[config.mk]
export PLATFORM = sky130hd
export DESIGN_NAME = pipeline_control_unit_flat
export DESIGN_NICKNAME = d
export VERILOG_FILES = /design/src/rtl/pipeline_control_unit_if.sv /design/src/rtl/pipeline_control_unit.sv /design/src/flat_wrapper.sv
export SDC_FILE = /design/constraint.sdc
export NUM_CORES = 1
export LEC_CHECK = 0
export ABC_AREA = 1
export CORE_MARGIN = 2
export CORE_UTILIZATION = 45
export CTS_CLUSTER_SIZE = 40
export DETAILED_ROUTE_END_ITERATION = 8
export PLACE_DENSITY = 0.84
export SLEW_MARGIN = 25
export SYNTH_ARGS = -nofsm -noshare
export SYNTH_HDL_FRONTEND = slang
export SYNTH_SLANG_ARGS = --single-unit
[constraint.sdc]
create_clock -name clk -period 4.74 [get_ports clk]
set_input_delay 0.948 -clock clk [delete_from_list [all_inputs] [get_ports clk]]
set_output_delay 0.948 -clock clk [all_outputs]
set_load 0.02 [all_outputs]
[src/rtl/pipeline_control_unit_if.sv]
// Control-unit bundle: Decode instruction and ALU flags in, stage selects/enables out.
// The datapath/hazard side holds the master modport; the control unit holds the slave.
interface pipeline_control_unit_if #(parameter int W = 32);
    logic [W-1:0] InstrD;
    logic [3:0]   ALUFlags;
    logic         FlushE;
    logic [1:0]   ImmSrcD;
    logic [1:0]   RegSrcD;
    logic         ALUSrcE;
    logic [1:0]   ALUControlE;
    logic         BranchTakenE;
    logic         MemWriteM;
    logic         RegWriteM;
    logic         RegWriteW;
    logic         MemtoRegW;
    logic         PCSrcW;
    logic         PCWrPendingF;

    modport master (
        output InstrD, ALUFlags, FlushE,
        input  ImmSrcD, RegSrcD, ALUSrcE, ALUControlE, BranchTakenE,
               MemWriteM, RegWriteM, RegWriteW, MemtoRegW, PCSrcW, PCWrPendingF
    );

    modport slave (
        input  InstrD, ALUFlags, FlushE,
        output ImmSrcD, RegSrcD, ALUSrcE, ALUControlE, BranchTakenE,
               MemWriteM, RegWriteM, RegWriteW, MemtoRegW, PCSrcW, PCWrPendingF
    );
endinterface

[src/rtl/pipeline_control_unit.sv]
// Pipelined control: combinational decode in D; enables reach E/M/W after 1/2/3 cycles.
// No backpressure: never stalls; FlushE loads a never-execute bubble into the D/E register.
module pipeline_control_unit #(
    parameter int W = 32
) (
    input  logic                    clk,
    input  logic                    reset,
    pipeline_control_unit_if.slave  bus
);

    localparam logic [1:0] ALU_ADD = 2'b00;
    localparam logic [1:0] ALU_SUB = 2'b01;
    localparam logic [1:0] ALU_AND = 2'b10;
    localparam logic [1:0] ALU_ORR = 2'b11;

    typedef struct packed {
        logic       regwrite;
        logic       memwrite;
        logic       memtoreg;
        logic       branch;
        logic       pcs;
        logic [1:0] flagwrite;
        logic       alusrc;
        logic [1:0] alucontrol;
        logic [3:0] cond;
    } de_t;

    localparam de_t DE_BUBBLE = '{regwrite: 1'b0, memwrite: 1'b0, memtoreg: 1'b0,
                                  branch: 1'b0, pcs: 1'b0, flagwrite: 2'b00,
                                  alusrc: 1'b0, alucontrol: 2'b00, cond: 4'b1111};

    logic [W-1:0] instr;
    logic [1:0]   op;
    logic [3:0]   cmd;
    logic         i_bit, s_bit, u_bit, l_bit;
    logic         unused_instr;

    assign instr        = bus.InstrD;
    assign op           = instr[27:26];
    assign i_bit        = instr[25];
    assign cmd          = instr[24:21];
    assign u_bit        = instr[23];
    assign s_bit        = instr[20];
    assign l_bit        = instr[20];
    assign unused_instr = ^{instr[19:16], instr[11:0]};

    de_t        dec;
    logic [1:0] immsrc_d;
    logic [1:0] regsrc_d;

    always_comb begin
        dec        = DE_BUBBLE;
        dec.cond   = instr[31:28];
        immsrc_d   = op;
        regsrc_d   = 2'b00;
        case (op)
            2'b00: begin
                dec.alusrc = i_bit;
                case (cmd)
                    4'b0100: begin dec.regwrite = 1'b1; dec.alucontrol = ALU_ADD; dec.flagwrite = {s_bit, s_bit}; end
                    4'b0010: begin dec.regwrite = 1'b1; dec.alucontrol = ALU_SUB; dec.flagwrite = {s_bit, s_bit}; end
                    4'b0000: begin dec.regwrite = 1'b1; dec.alucontrol = ALU_AND; dec.flagwrite = {s_bit, 1'b0}; end
                    4'b1100: begin dec.regwrite = 1'b1; dec.alucontrol = ALU_ORR; dec.flagwrite = {s_bit, 1'b0}; end
                    4'b1010: begin dec.alucontrol = ALU_SUB; dec.flagwrite = {s_bit, s_bit}; end
                    default: ;
                endcase
            end
            2'b01: begin
                dec.alusrc     = 1'b1;
                dec.alucontrol = u_bit ? ALU_ADD : ALU_SUB;
                if (l_bit) begin
                    dec.regwrite = 1'b1;
                    dec.memtoreg = 1'b1;
                end else begin
                    dec.memwrite = 1'b1;
                    regsrc_d[1]  = 1'b1;
                end
            end
            2'b10: begin
                dec.alusrc     = 1'b1;
                dec.alucontrol = ALU_ADD;
                dec.branch     = 1'b1;
                regsrc_d[0]    = 1'b1;
            end
            default: ;
        endcase
        dec.pcs = (instr[15:12] == 4'hF) & dec.regwrite & ~dec.branch;
    end

    de_t        de;
    logic [3:0] flags;
    logic       condex;

    always_ff @(posedge clk or posedge reset) begin
        if (reset)
            de <= DE_BUBBLE;
        else if (bus.FlushE)
            de <= DE_BUBBLE;
        else
            de <= dec;
    end

    // flags = {N, Z, C, V}
    always_comb begin
        condex = 1'b0;
        case (de.cond)
            4'b0000: condex = flags[2];
            4'b0001: condex = ~flags[2];
            4'b0010: condex = flags[1];
            4'b0011: condex = ~flags[1];
            4'b0100: condex = flags[3];
            4'b0101: condex = ~flags[3];
            4'b0110: condex = flags[0];
            4'b0111: condex = ~flags[0];
            4'b1000: condex = flags[1] & ~flags[2];
            4'b1001: condex = ~flags[1] | flags[2];
            4'b1010: condex = (flags[3] == flags[0]);
            4'b1011: condex = (flags[3] != flags[0]);
            4'b1100: condex = ~flags[2] & (flags[3] == flags[0]);
            4'b1101: condex = flags[2] | (flags[3] != flags[0]);
            4'b1110: condex = 1'b1;
            default: condex = 1'b0;
        endcase
    end

    // Flush only bubbles the incoming instruction, so the one leaving E still updates flags.
    always_ff @(posedge clk or posedge reset) begin
        if (reset) begin
            flags <= 4'b0000;
        end else begin
            if (de.flagwrite[1] & condex)
                flags[3:2] <= bus.ALUFlags[3:2];
            if (de.flagwrite[0] & condex)
                flags[1:0] <= bus.ALUFlags[1:0];
        end
    end

    logic regwrite_m, memwrite_m, memtoreg_m, pcs_m;
    logic regwrite_w, memtoreg_w, pcs_w;

    always_ff @(posedge clk or posedge reset) begin
        if (reset) begin
            regwrite_m <= 1'b0;
            memwrite_m <= 1'b0;
            memtoreg_m <= 1'b0;
            pcs_m      <= 1'b0;
            regwrite_w <= 1'b0;
            memtoreg_w <= 1'b0;
            pcs_w      <= 1'b0;
        end else begin
            regwrite_m <= de.regwrite & condex;
            memwrite_m <= de.memwrite & condex;
            memtoreg_m <= de.memtoreg;
            pcs_m      <= de.pcs & condex;
            regwrite_w <= regwrite_m;
            memtoreg_w <= memtoreg_m;
            pcs_w      <= pcs_m;
        end
    end

    assign bus.ImmSrcD      = immsrc_d;
    assign bus.RegSrcD      = regsrc_d;
    assign bus.ALUSrcE      = de.alusrc;
    assign bus.ALUControlE  = de.alucontrol;
    assign bus.BranchTakenE = de.branch & condex;
    assign bus.MemWriteM    = memwrite_m;
    assign bus.RegWriteM    = regwrite_m;
    assign bus.RegWriteW    = regwrite_w;
    assign bus.MemtoRegW    = memtoreg_w;
    assign bus.PCSrcW       = pcs_w;
    assign bus.PCWrPendingF = dec.pcs | (de.pcs & condex) | pcs_m;

endmodule

[src/flat_wrapper.sv]
// flat-port wrapper written by rule: the top's interface ports become plain ports
module pipeline_control_unit_flat 
#(
    parameter int W = 32
)
  (clk, reset, bus_InstrD, bus_ALUFlags, bus_FlushE, bus_ImmSrcD, bus_RegSrcD, bus_ALUSrcE, bus_ALUControlE, bus_BranchTakenE, bus_MemWriteM, bus_RegWriteM, bus_RegWriteW, bus_MemtoRegW, bus_PCSrcW, bus_PCWrPendingF);
  pipeline_control_unit_if #(.W(W)) bus_i ();
  input  logic clk;
  input  logic reset;
  input wire logic [$bits(bus_i.InstrD)-1:0] bus_InstrD;
  input wire logic [$bits(bus_i.ALUFlags)-1:0] bus_ALUFlags;
  input wire logic [$bits(bus_i.FlushE)-1:0] bus_FlushE;
  output wire logic [$bits(bus_i.ImmSrcD)-1:0] bus_ImmSrcD;
  output wire logic [$bits(bus_i.RegSrcD)-1:0] bus_RegSrcD;
  output wire logic [$bits(bus_i.ALUSrcE)-1:0] bus_ALUSrcE;
  output wire logic [$bits(bus_i.ALUControlE)-1:0] bus_ALUControlE;
  output wire logic [$bits(bus_i.BranchTakenE)-1:0] bus_BranchTakenE;
  output wire logic [$bits(bus_i.MemWriteM)-1:0] bus_MemWriteM;
  output wire logic [$bits(bus_i.RegWriteM)-1:0] bus_RegWriteM;
  output wire logic [$bits(bus_i.RegWriteW)-1:0] bus_RegWriteW;
  output wire logic [$bits(bus_i.MemtoRegW)-1:0] bus_MemtoRegW;
  output wire logic [$bits(bus_i.PCSrcW)-1:0] bus_PCSrcW;
  output wire logic [$bits(bus_i.PCWrPendingF)-1:0] bus_PCWrPendingF;
  assign bus_i.InstrD = bus_InstrD;
  assign bus_i.ALUFlags = bus_ALUFlags;
  assign bus_i.FlushE = bus_FlushE;
  assign bus_ImmSrcD = bus_i.ImmSrcD;
  assign bus_RegSrcD = bus_i.RegSrcD;
  assign bus_ALUSrcE = bus_i.ALUSrcE;
  assign bus_ALUControlE = bus_i.ALUControlE;
  assign bus_BranchTakenE = bus_i.BranchTakenE;
  assign bus_MemWriteM = bus_i.MemWriteM;
  assign bus_RegWriteM = bus_i.RegWriteM;
  assign bus_RegWriteW = bus_i.RegWriteW;
  assign bus_MemtoRegW = bus_i.MemtoRegW;
  assign bus_PCSrcW = bus_i.PCSrcW;
  assign bus_PCWrPendingF = bus_i.PCWrPendingF;
  pipeline_control_unit #(.W(W)) u_core (.clk(clk), .reset(reset), .bus(bus_i));
endmodule
[Yosys cells after proc, flatten, opt, wreduce, memory -nomap -nowiden]
Cells that the tools add are included.
Word-level totals
  register bits after elaboration: 25
  bits of input ports: 39
  output and inout bits: 14
  logic and storage cells: 81
Operators by class
  eq/ne operators: 23
  muxes and demuxes: 14
  bitwise logic cells: 19
  reductions and logical operators: 7
Operator list (number)
  $eq A4 B4 Y1 const B: 10
  $eq A4 B3 Y1 const B: 5
  $pmux W1 S15: 1
  $mux W14: 1
  $eq A4 B2 Y1 const B: 3
  $and A1 B1 Y1: 10
  $pmux W3 S3: 1
  $logic_not A4 Y1: 2
  $mux W1: 6
  $pmux W2 S3: 1
  $not A1 Y1: 5
  $eq A4 B1 Y1 const B: 1
  $mux W2: 2
  $or A1 B1 Y1: 4
  $pmux W2 S2: 1
  $reduce_or A2 Y1: 2
  $reduce_or A4 Y1: 1
  $reduce_or A3 Y1: 1
  $eq A2 B1 Y1 const B: 1
  $eq A2 B2 Y1 const B: 1
  $logic_not A2 Y1: 1
  $pmux W1 S2: 1
  $eq A1 B1 Y1: 1
  $ne A1 B1 Y1: 1

[Longest topological paths before layout]
Gate-level depths: netlist of the first run.
  depth after elaboration: 8
  depth in mapped cells: 11
  depth with buffers taken out: 11

[Worst setup path after synthesis of the first run]
OpenSTA, ideal clock, no wires.
  path type: input to output
  from: input bus_InstrD[22]
  to: output bus_PCWrPendingF
  arrival time: 1823 ps
  data required time: 3792 ps
  path slack: 1969 ps
  stages: 7
  path buffers: 0
  cell sequence: nor2_1 inv_1 o21ai_0 nand3_1 a21oi_1 nand2_1 nand3b_1
Between the ends
  word-level cells in the longest chain between the ends: 8
RTL lines
  start, declared: RTL line flat_wrapper.sv:10  | input wire logic [$bits(bus_i.InstrD)-1:0] bus_InstrD;
  $eq A4 B3 Y1 (tied with other cells): RTL line pipeline_control_unit.sv:59  | case (cmd)
  $reduce_or A4 Y1 (no line) (*)
  $mux W1 (*): RTL line pipeline_control_unit.sv:59
  $pmux W1 S2 (*): RTL line pipeline_control_unit.sv:56  | case (op)
  $and A1 B1 Y1 (*) (2 in series): RTL line pipeline_control_unit.sv:87  | dec.pcs = (instr[15:12] == 4'hF) & dec.regwrite & ~dec.branch;
  $or A1 B1 Y1 (*) (2 in series): RTL line pipeline_control_unit.sv:171  | assign bus.PCWrPendingF = dec.pcs | (de.pcs & condex) | pcs_m;
  end, declared: RTL line flat_wrapper.sv:23  | output wire logic [$bits(bus_i.PCWrPendingF)-1:0] bus_PCWrPendingF;
Mark *: on every way between the ends. The rest lies on a longest branch, timed or not.

[Worst setup path after layout of the first run]
Same ends and word-level chain as after synthesis.

==> results of run 1 <==
-- area by class of cell --
cell class                      count  area share, %
Timing Repair Buffer               36          21.87
Inverter                           22          5.011
Sequential cell                    25          38.27
Tap cell                           31          2.354
Clock buffer                        4          1.595
Multi-Input combinational cell     99          30.90
-- where the power goes --
group | leakage, nW | switching, mW | total [mW] | internal, mW
combinational | 0.510 | 0.0828 | 0.144 | 0.0615
clock | 0.0150 | 0.0571 | 0.0899 | 0.0328
sequential | 0.318 | 0.0200 | 0.254 | 0.234
-- cells in the mapped netlist (all sizes together) --
library cell,number,share of area [%]
a21oi,6,2.7
a31o,1,0.69
a31oi,1,0.50
buf,5,3.0
clkbuf,1,0.30
dfrtp,21,42
dfstp,4,8.3
ha,4,4.0
inv,22,6.5
nand2,42,13
nand3,17,8.1
nand3b,4,2.4
nand4,1,0.50
nor2,15,4.7
nor3,1,0.40
o21ai,3,1.2
or2,4,2.0
-- cell usage in the layout, fill, tap and decap left out --
master / instances
clkbuf_4: 3
clkdlybuf4s50_1: 36
nand2_2: 4
nand2_1: 38
ha_1: 4
inv_1: 20
dfstp_2: 4
nor2_2: 1
a21oi_2: 1
nand3b_1: 4
nor2_1: 14
dfrtp_1: 21
nand3_4: 1
nor3_1: 1
o21ai_0: 3
a31o_2: 1
inv_2: 2
nand3_2: 1
or2_2: 4
a21oi_1: 5
nand4_1: 1
a31oi_1: 1
nand3_1: 15
clkbuf_1: 1
-- metrics by stage --
step	std cells	setup slack [ps]	power [mW]	area [um2]	hold slack, ps
floorplan	152	1969	0.3508	1264	331.2
detailed placement	213	852.0	0.4018	1622	334.7
global placement	213	926.0	0.3939	1622	332.6
global route	217	663.2	0.5201	1648	371.4
CTS	217	845.4	0.4910	1648	363.7
finish	217	855.0	0.4880	1648	362.3
-- final timing paths --
| check | startpoint | end | slack (ps) | cells past startpoint |
|---|---|---|---|---|
| min in group asynchronous | reset | u_core.flags[0] | 1130 | 2 |
| worst max register to register | u_core.de[2] | u_core.flags[3] | 3170 | 11 |
| max in group asynchronous | reset | u_core.de[7] | 3070 | 2 |
| worst min register to register | u_core.memtoreg_m | u_core.bus.MemtoRegW | 360 | 0 |
| worst max-delay path | bus_InstrD[22] | bus_PCWrPendingF | 850 | 9 |
| worst min-delay path | u_core.memtoreg_m | u_core.bus.MemtoRegW | 360 | 0 |
-- per-layer routing --
layer / part of all wire (%) / vias up / global-route usage [%] / wire, um
met2: 57 / 25 / 32.84 / 1457
met3: 5.0 / 0 / 3.855 / 128
met5: 0 / - / 0 / 0
met1: 38 / 506 / 18.18 / 972
met4: 0 / 0 / 4.651 / 0
li1: - / 538 / - / -
-- worst reg2reg max path: cells and delay by family, from the launching register on --
family	cells	cell delay, ps
buf+inv	2	130
flops	1	590
simple gates	9	750
-- state kept, by name, summed over array words and instances, names as in the netlist --
name and cells:
u_core.bus.ALUControlE 2, u_core.bus.ALUSrcE 1, u_core.bus.MemWriteM 1, u_core.bus.MemtoRegW 1
u_core.bus.PCSrcW 1, u_core.bus.RegWriteM 1, u_core.bus.RegWriteW 1, u_core.de 11
u_core.flags 4, u_core.memtoreg_m 1, u_core.pcs_m 1
-- logic make-up after synthesis --
group	Yosys count	synth area share (%)
adder cells (fa/ha/maj)	4	3.961
AO/OA/AOI/OAI	11	5.049
buffers and inverters	28	9.802
AND/OR/NAND/NOR	84	31.29
flip-flops	25	49.90
==> summary.md, run 1 <==
| Metric | Value |
|---|---|
| Run status | finished, final reports clean |
| CP max stage cell | clkdlybuf4s50_1 |
| ANT cells | 0 |
| Synth Area per Inst | 8.314 um2 |
| Total Nets Final | 230 |
| TritonRoute pass-1 iters | 4 |
| Filler cells | 236 |
| PD cells | 296.2 nW/um2 |
| Min-Delay Path Class | register to register |
| Crit-path leading delay family | buffers and inverters |
| Setup Buffers After CTS | 0 |
| I/O Buffers | 36 |
| Fin. Hold Viols | 0 |
| GRT Total Usage | 16.93% |
| Global-route wire length before repair | 4374 um |
| Final ANT Viol Nets | 0 |
| Initial Util | 46.63% |
| WL/cell | 11.79 um |
| CP Launch Type | input pin |
| CP Max Fanout | 3 |
| Tightest Pin Transition | 896.0 ps |
| CTS tree | yes |
| Number of remaining DRC errors | 0 |
| Vias in the first global route | 1099 |
| Inserted Clock Buffers | 3 |
| Final TNS setup | 0 ps |
| Share of cells above drive strength 1 | 11.83% |
| Fin crit period | 3885 ps |
| Critical path arrival | 2940 ps |
| IO Pins | 53 |
| Clock Latency Late Sink | 300 ps |
| H-tree levels | 1 |
| CTS root buffer | clkbuf_4 |
| Cell variety after synth | 23 |
| Clock Path Buffers | 2 |
| Kind of end point of the critical path | primary output |
| Final Wtd Congestion | 0.7901 |
| Worst path cell trace | clkdlybuf4s50_1, nor2_1, inv_1, o21ai_0, nand3_1, a21oi_1, nand2_1, nand3b_1, clkdlybuf4s50_1 |
| Crit share post-route | 81.96% |
| Multi-input logic area | 509.2 um2 |
| CP max stage delay | 600 ps |
| Register area share after synthesis | 49.90% |
| Std cell rows | 19 |
| Die Y | 56.99 um |
| HPWL after DPL | 2102 um |
| Register area | 630.6 um2 |
| Final Core Density | 60.80% |
| Mapped Area | 1264 um2 |
| Max_cap viols | 0 |
| Number of synthesized register bits | 25 |
| Antenna violations before repair | 0 |
| Quantity of gates resized following cts | 0 |
| FMAX | 257.4 MHz |
| Synth warn | 0 |
| Most used cell, CP | clkdlybuf4s50_1 |
| CTS Hold Bufs | 0 |
| Die area | 3248 um2 |
| Core Box Area | 2710 um2 |
| Largest net degree at the start of global routing | 26 |
| Worst VDD drop | 223.3 uV |
| Net Count, Synth | 195 |
| Die W | 56.99 um |
| Gr ovfl total | 0 |
| Worst Skew | 1.584 ps |
| Clock sinks | 25 |
| Finish-stage setup viols | 0 |
| RSZ-0062 raised after global routing | false |
| Cells after synthesis | 152 |
| Reg clk slew, reported paths | 120 ps |
| Syn-to-layout area delta | 30.40% |
| Crit Path Category | input pin to primary output |
| Sum of buffers and inverters on the critical path | 3 |
| LEAKAGE | 0.8427 nW |
| Via count | 1069 |
| Post-Route WL | 2558 um |
| Max-slew violations | 0 |
| Vias per inst | 4.926 |
| Max-Slew Margin vs Limit | 40.20% |
| Worst EP required | 3790 ps |
| DR iter-0 viols | 28 |
No activity file was read; power rests on OpenSTA's default activity.
==> run 2: changes to the inputs <==
CORE_UTILIZATION = 38   (was 45)
PLACE_DENSITY = 0.75   (was 0.84)
clock period = 3.2 ns   (was 4.74 ns; I/O delays follow)
==> summary.md, run 2 (synthesis gave the netlist of run 1 again) <==
| Metric | Value |
|---|---|
| Run status | finished, final reports clean |
| Clock sinks | 25 (unchanged) |
| Total internal power | 0.4866 mW (+48%) |
| Critical path arrival | 2310 ps (-630 ps) |
| Final instance area | 1682 um2 (+2.0%) |
| Post-Route WL | 2557 um (about the same) |
| Max-slew violations | 0 (unchanged) |
| Finish-stage setup viols | 0 (unchanged) |
| Crit Reg-Reg Startpoint | u_core.de[2] |
| CP max stage delay | 600 ps (about the same) |
| Die Y | 61.67 um (+8.2%) |
| Worst hold slack | 368.3 ps (+5.934 ps) |
| DR iter-0 viols | 92 (+230%) |
| Clk pwr share | 19.3% (+0.9 points) |
| Most used cell, CP | nand2_1 |
| Reg-to-Reg End | u_core.flags[1] |
| Vias per inst | 4.685 (-4.9%) |
| Placed instance area | 1653 um2 (+1.9%) |
| Reg clk slew, reported paths | 140 ps (+20 ps) |
| Max-Slew Margin vs Limit | 43.66% (+3.5 points) |
| Sw Ratio | 33.37% (+0.59 points) |
| Final TNS setup | 0 ps (unchanged) |
| Largest net degree at the start of global routing | 26 (unchanged) |
| Core Box Area | 3103 um2 (+14%) |
| Sum of buffers and inverters on the critical path | 4 (+1) |
| Dpl cells | 228 (+7.0%) |
| Max_cap viols | 0 (unchanged) |
| Clock Latency Late Sink | 310 ps (about the same) |
| Fin. Hold Viols | 0 (unchanged) |
| R2R depth | 11 (unchanged) |
| Worst Skew | 4.254 ps (+2.670 ps) |
| Tightest Pin Transition | 839.9 ps (-56.08 ps) |
| Max FFs per register | 11 (unchanged) |
| FMAX | 339.3 MHz |
| Inserted Clock Buffers | 3 (unchanged) |
| Final Wtd Congestion | 0.8145 (+3.1%) |
| Flop pwr share | 51.3% (-0.7 points) |
| Global-route wire length before repair | 4291 um (-1.9%) |
| Setup Buffers After CTS | 0 (unchanged) |
| Via count | 1087 (+1.7%) |
| ANT cells | 0 (unchanged) |
| Min-Delay Path Class | register to register |
| Gr ovfl total | 0 (unchanged) |
| Crit-path leading delay family | buffers and inverters |
| PD cells | 434.3 nW/um2 (+47%) |
| HPWL after DPL | 2032 um (-3.3%) |
| CTS tree | yes |
| Worst path cell trace | inv_1, nor2_1, nand2_1, nand2_1, nand2_1, nand2_1, inv_1, nand3_4, nand2_1, inv_1, clkdlybuf4s50_1 |
| CP Launch Type | register |
| Crit share post-route | 92.11% |
| Kind of end point of the critical path | primary output |
| Worst hold path startpoint | u_core.memtoreg_m |
| Number of remaining DRC errors | 0 (unchanged) |
| H-tree levels | 1 (unchanged) |
| LEAKAGE | 0.8523 nW (+1.1%) |
| RSZ-0062 raised after global routing | false |
| Total Nets Final | 232 (+0.87%) |
| CTS Hold Bufs | 0 (unchanged) |
| Clock Path Buffers | 2 (unchanged) |
| Total power | 0.7303 mW (+50%) |
| CP max stage cell | dfstp_2 |
| CP Max Fanout | 10 (+7) |
| IO Pins | 53 (unchanged) |
| GRT Total Usage | 15.24% (-1.7 points) |
| Quantity of gates resized following cts | 1 (+1) |
| Antenna violations before repair | 0 (unchanged) |
| Non-Filler Instances | 232 (+6.9%) |
| Syn-to-layout area delta | 33.07% |
| Commonest cells after routing, fill and taps aside | 38 x nand2_1, 35 x clkdlybuf4s50_1, 21 x dfrtp_1, 19 x inv_1, 15 x nand3_1 |
| Share of cells above drive strength 1 | 13.30% (+1.5 points) |
| Die area | 3803 um2 (+17%) |
| TritonRoute pass-1 iters | 4 (unchanged) |
| Hold path endpoint | u_core.bus.MemtoRegW |
| Final ANT Viol Nets | 0 (unchanged) |
| Filler cells | 312 (+32%) |
| Worst VDD drop | 229.7 uV (+2.9%) |
| Worst Hold Path Cells | 0 (unchanged) |
| Worst EP required | 2560 ps (-1230 ps) |
| CTS root buffer | clkbuf_4 |
| Largest register by flop count | u_core.de |
| R2r setup slk | 1650 ps (-1520 ps) |
| Sw Pwr | 0.2437 mW (+52%) |
| I/O Buffers | 36 (unchanged) |
| Initial Util | 40.73% (-5.9 points) |
| Fin crit period | 2948 ps |
| Most common cell after layout, fill and taps aside | nand2_1 |
| Std cell rows | 20 (+1) |
| Crit Path Category | register to primary output |
| Vias in the first global route | 1055 (-4.0%) |
| Power share of the combinational group | 29.4% (-0.2 points) |
| WL/cell | 11.02 um (-6.5%) |
| Die W | 61.67 um (+8.2%) |
[run 2: area by class of cell]
type	count	area (um2)	share of cell area, %
Clock inverter	1	7.507	0.4464
Multi-Input combinational cell	99	509.2	30.28
Tap cell	44	55.05	3.274
Inverter	22	82.58	4.911
Sequential cell	25	630.6	37.50
Clock buffer	3	22.52	1.339
Timing Repair Buffer	38	374.1	22.25
[run 2: worst max-delay path by stage]
stage                   start                to  slack, ps  cells past startpoint
3_3_place_gp   bus_InstrD[22]  bus_PCWrPendingF         20                      9
2_1_floorplan  bus_InstrD[22]  bus_PCWrPendingF       1050                      7
6_report         u_core.de[2]  bus_BranchTakenE        250                     11
5_1_grt        bus_InstrD[22]  bus_PCWrPendingF         80                      9
3_5_place_dp   bus_InstrD[22]  bus_PCWrPendingF        -20                      9
4_1_cts        bus_InstrD[22]  bus_PCWrPendingF        240                      9
[run 2: power by group through the flow]
stage               Sequential [mW]  Clock, mW  Combinational [mW]
detailed placement            0.381          0               0.216
global placement              0.379          0               0.205
global route                  0.380      0.158               0.245
floorplan                     0.377          0               0.143
CTS                           0.375      0.145               0.217
finish                        0.375      0.141               0.215
[run 2: stage by stage]
step	util [%]	setup WS, ps
floorplan	-	1045
global placement	53.27	22.37
detailed placement	53.27	-17.65
CTS	54.19	244.5
global route	54.19	83.56
finish	54.19	252.4
[run 2: metal layers]
| layer | wire length [um] | vias up | global-route usage [%] |
|---|---|---|---|
| li1 | - | 540 | - |
| met3 | 140 | 4 | 1.891 |
| met5 | 0 | - | 0 |
| met2 | 1291 | 37 | 27.07 |
| met4 | 38 | 0 | 5.775 |
| met1 | 1086 | 506 | 18.78 |
